`src/rtl/shift_pkg.sv`:
```
// Types shared by the PISO serializer and the SIPO deserializer:
// the shift FSM state encoding and the bit-counter width helper.
package shift_pkg;

    typedef enum logic {
        IDLE  = 1'b0,
        SHIFT = 1'b1
    } state_e;

    // Room for WIDTH data bits plus an optional parity bit.
    function automatic int cnt_w(input int width);
        return $clog2(width + 2);
    endfunction

endpackage

```
`src/rtl/piso_bit_counter.sv`:
```
// Frame bit counter: synchronous clear, count enable and a
// terminal-count flag at NBITS-1. The count saturates there.
module piso_bit_counter
    import shift_pkg::*;
#(
    parameter int NBITS = 4,
    parameter int CW    = cnt_w(NBITS)
) (
    input  logic          clk,
    input  logic          reset,
    input  logic          i_clear,
    input  logic          i_enable,
    output logic [CW-1:0] o_count,
    output logic          o_tc
);

    logic [CW-1:0] r_count;
    logic          w_tc;

    assign w_tc = (r_count == CW'(NBITS - 1));

    always_ff @(posedge clk or negedge reset) begin
        if (!reset) begin
            r_count <= '0;
        end else if (i_clear) begin
            r_count <= '0;
        end else if (i_enable && !w_tc) begin
            r_count <= r_count + CW'(1);
        end
    end

    assign o_count = r_count;
    assign o_tc    = w_tc;

endmodule

```
`src/rtl/piso_serializer.sv`:
```
// Parallel-in/serial-out serializer feeding the SIPO SI input.
// Define PISO_PARITY_EN to append one even-parity bit per frame.
module piso_serializer
    import shift_pkg::*;
#(
    parameter int WIDTH     = 4,
    parameter int LSB_FIRST = 1
) (
    input  logic             clk,
    input  logic             reset,
    input  logic             load_valid,
    output logic             load_ready,
    input  logic [WIDTH-1:0] pdata,
    output logic             so,
    output logic             so_valid,
    output logic             frame_start,
    output logic             done
);

`ifdef PISO_PARITY_EN
    localparam int NBITS = WIDTH + 1;
`else
    localparam int NBITS = WIDTH;
`endif
    localparam int CW = cnt_w(WIDTH);

    state_e           r_state;
    state_e           w_next;
    logic [NBITS-1:0] r_shreg;
    logic [NBITS-1:0] w_frame;
    logic [NBITS-1:0] w_shifted;
    logic [CW-1:0]    w_count;
    logic             w_last;
    logic             w_accept;
    logic             w_shift;
    logic             w_clear;

    assign w_shift  = (r_state == SHIFT);
    assign w_accept = load_valid & load_ready;
    assign w_clear  = w_accept | (w_shift & w_last);

    piso_bit_counter #(
        .NBITS (NBITS),
        .CW    (CW)
    ) u_cnt (
        .clk      (clk),
        .reset    (reset),
        .i_clear  (w_clear),
        .i_enable (w_shift),
        .o_count  (w_count),
        .o_tc     (w_last)
    );

`ifdef PISO_PARITY_EN
    logic w_parity;

    assign w_parity = ^pdata;

    // Parity always trails the data bits, whichever end goes first.
    always_comb begin
        w_frame = '0;
        if (LSB_FIRST != 0) begin
            w_frame = {w_parity, pdata};
        end else begin
            w_frame = {pdata, w_parity};
        end
    end
`else
    always_comb begin
        w_frame = pdata;
    end
`endif

    // Zero fill leaves the register clear once a frame is out.
    always_comb begin
        w_shifted = '0;
        if (LSB_FIRST != 0) begin
            w_shifted = {1'b0, r_shreg[NBITS-1:1]};
        end else begin
            w_shifted = {r_shreg[NBITS-2:0], 1'b0};
        end
    end

    always_ff @(posedge clk or negedge reset) begin
        if (!reset) begin
            r_shreg <= '0;
        end else if (w_accept) begin
            r_shreg <= w_frame;
        end else if (w_shift) begin
            r_shreg <= w_shifted;
        end
    end

    assign so = (LSB_FIRST != 0) ? r_shreg[0] : r_shreg[NBITS-1];

    always_ff @(posedge clk or negedge reset) begin
        if (!reset) begin
            r_state <= IDLE;
        end else begin
            r_state <= w_next;
        end
    end

    always_comb begin
        w_next = r_state;
        unique case (r_state)
            IDLE: begin
                if (w_accept) begin
                    w_next = SHIFT;
                end
            end
            SHIFT: begin
                if (w_last && !w_accept) begin
                    w_next = IDLE;
                end
            end
            default: begin
                w_next = IDLE;
            end
        endcase
    end

    always_comb begin
        load_ready  = 1'b0;
        so_valid    = 1'b0;
        frame_start = 1'b0;
        done        = 1'b0;
        unique case (r_state)
            IDLE: begin
                load_ready = 1'b1;
            end
            SHIFT: begin
                so_valid    = 1'b1;
                frame_start = (w_count == '0);
                done        = w_last;
                load_ready  = w_last;
            end
            default: begin
                load_ready = 1'b0;
            end
        endcase
    end

endmodule

```
`config.mk`:
```
export PLATFORM = sky130hd
export DESIGN_NAME = piso_serializer
export DESIGN_NICKNAME = d
export VERILOG_FILES = /design/src/rtl/shift_pkg.sv /design/src/rtl/piso_bit_counter.sv /design/src/rtl/piso_serializer.sv
export SDC_FILE = /design/constraint.sdc
export NUM_CORES = 1
export LEC_CHECK = 0
export ABC_AREA = 1
export CORE_AREA = 2 2 39 41
export DETAILED_ROUTE_END_ITERATION = 7
export DIE_AREA = 0 0 41 43
export DONT_BUFFER_PORTS = 1
export GPL_ROUTABILITY_DRIVEN = 0
export PLACE_DENSITY_LB_ADDON = 0.25
export SETUP_SLACK_MARGIN = 0.15
export SLEW_MARGIN = 20
export SYNTH_ARGS = -nofsm -noshare
export SYNTH_HDL_FRONTEND = slang
export SYNTH_SLANG_ARGS = --single-unit
```
`constraint.sdc`:
```
create_clock -name clk -period 1.33 [get_ports clk]
set_clock_uncertainty 0.15 [all_clocks]
set_input_delay 0.1995 -clock clk [delete_from_list [all_inputs] [get_ports clk]]
set_output_delay 0.1995 -clock clk [all_outputs]
set_load 0.01 [all_outputs]
```
==> results.tsv <==
metric	value	unit
synthCells	50	
grt_pass1_wl	1660	um
cts_buffers	3	
detail_route.wl_per_cell	12.9	um
core	0.00138	mm^2
synth_cell_types	12	
fin_ws	-0.170	ns
port_buffers	0	
die_w	41	um
worst_pin_slew	0.432	ns
fp-row-count	14	
grt_antenna_before_repair	0	
failed_checks	setup timing	
ant_nets	0	
r2r-end	r_shreg[1]	
fin_crit_sh	1.13	
rsz0062_at_grt	yes	
synth_area	418	um^2
p_per_area	2150	mW/mm^2
max_slew_margin	0.712	
h-tree-depth	1	
ir_drop	948	uV
finalNetCount	75	
syn_to_final_growth	58.1	%
start_kind	flip-flop	
final_core_util	0.477	
grt_overflow	0	
synth_nets	60	
path_clk_slew	0.06	ns
cp_max_fo	5	
ys_ff_latch	8	
hp-class	in2async	
critPathCapture	load_ready	
cts.sinks	8	
grt_pass1_vias	381	
yosysTopAreaCell	dfrtp_1	
dp_slack	-0.0376	ns
setup_viol	6	
layout_common_cells	8 x nand2_1, 7 x dfrtp_1, 5 x inv_1, 5 x nand3_2, 5 x dlygate4sd3_1	
antenna_cells	0	
netlist.area_leader.share	0.479	
leakagePower	0.308	nW
die-area	0.00176	mm^2
synth.avg_cell_area	8.36	um^2
status	complete, but fails checks	
hpwl	581	um
dpl.cell_count	67	
avgViaCountPerCell	4.72	
cts-root-buf	clkbuf_4	
layout-drive-gt1-share	0.460	
r2r_slack	-0.08	ns
vias	373	
grtUsageTotal	0.146	
final_cell_count_no_fill	79	
dr.pass1.iters	3	
end_kind	output port	
fmax	0.666	GHz
die_y	43	um
io_pins	12	
fin_crit	1.50	ns
grt_max_degree	9	
insertion_delay	0.26	ns
yosys_warnings	0	
final_common_cell	nand2_1	
place_area	475	um^2
hold_viol_final	0	
initial_utilization	0.302	
setup_tns	-0.610	ns
r2r_start	u_cnt.o_count[0]	
maxCapViolCount	0	
synth_area_leaders	dfrtp_1 48%, nand3_1 9.6%, ha_1 9.0%	
r2r_cells	7	
drt_iter0_markers	6	
worstSetupPathType	reg2out	
cp.required	0.98	ns
ys_seq_area_frac	0.479	
cts_tree	yes	
drc	0	
setup.worst_path.start	u_cnt.o_count[0]	
worstPathArrival	1.15	ns
clockBufferDepth	2	
wirelength	1020	um
fin_area	661	um^2
slew_violations	0	
[worst min path at each step]
stage | from | endpoint | slack [ns]
after detailed placement | reset | r_shreg[1] | -0.25
after global routing | reset | r_shreg[3] | 0.18
after floorplan | reset | r_shreg[0] | -0.25
after global placement | reset | r_shreg[1] | -0.25
final | reset | r_shreg[2] | 0.14
after CTS | reset | r_shreg[1] | 0.16
[what timing repair did]
item	in CTS	in global routing
cloned	1	0
endpoints found under the hold margin	16	0
setup buffers	2	0
setup endpoints to repair	11	12
resized for setup	16	5
pin swaps	6	1
hold buffers	6	0
[power by group]
group	total (W)	switching [W]	internal [W]
Combinational	0.000778	0.000415	0.000363
Sequential	0.000453	0.000110	0.000343
Clock	0.000189	0.0000854	0.000103
Total	0.00142	0.000610	0.000810
[cells in the mapped netlist]
master,count
dfrtp_1,8
ha_1,3
inv_1,9
inv_2,1
nand2_1,10
nand2_2,1
nand2_4,1
nand3_1,8
nor2_1,4
nor2_4,1
o21ai_1,3
o22ai_1,1
[final cells by class]
class,instances,area [um^2]
fillers,131,723
multi-input cells,33,285
flip-flops and latches,8,201
repair buffers,9,88.8
inverters,10,42.5
clock buffers,3,22.5
well taps,16,20.0
[cells by family (layout without fill, tap and decap cells)]
logic type	count (synthesis)	after routing	share of synthesized area
adder cells (fa/ha/maj)	3	3	0.0898
AO/OA/AOI/OAI	4	4	0.0509
AND/OR/NAND/NOR	25	26	0.290
buffers and inverters	10	22	0.0898
flip-flops	8	8	0.479
[per-layer routing]
metal | vias up | wire length [um] | GRT usage
met3 | 4 | 22 | 0.0314
met4 | 0 | 25 | 0.100
li1 | 186 | - | -
met5 | - | 0 | 0
met1 | 174 | 439 | 0.171
met2 | 9 | 534 | 0.222
[flip-flops by register name, indices dropped and copies added, names as in the netlist]
register,count
r_shreg,4
u_cnt.o_count,3
r_state,1
[worst max-delay path, cell delays in order, from the launching register on]
cell,delay [ns]
dfrtp_1,0.39
ha_2,0.20
ha_4,0.17
inv_4,0.07
nand2_8,0.07
[metrics by stage]
stage               power (W)  hold WS, ns
floorplan            0.000789       -0.246
global placement     0.000885       -0.246
detailed placement   0.000891       -0.246
CTS                   0.00135        0.157
global route          0.00154        0.177
finish                0.00142        0.141
(Power assumes the default switching activity.)
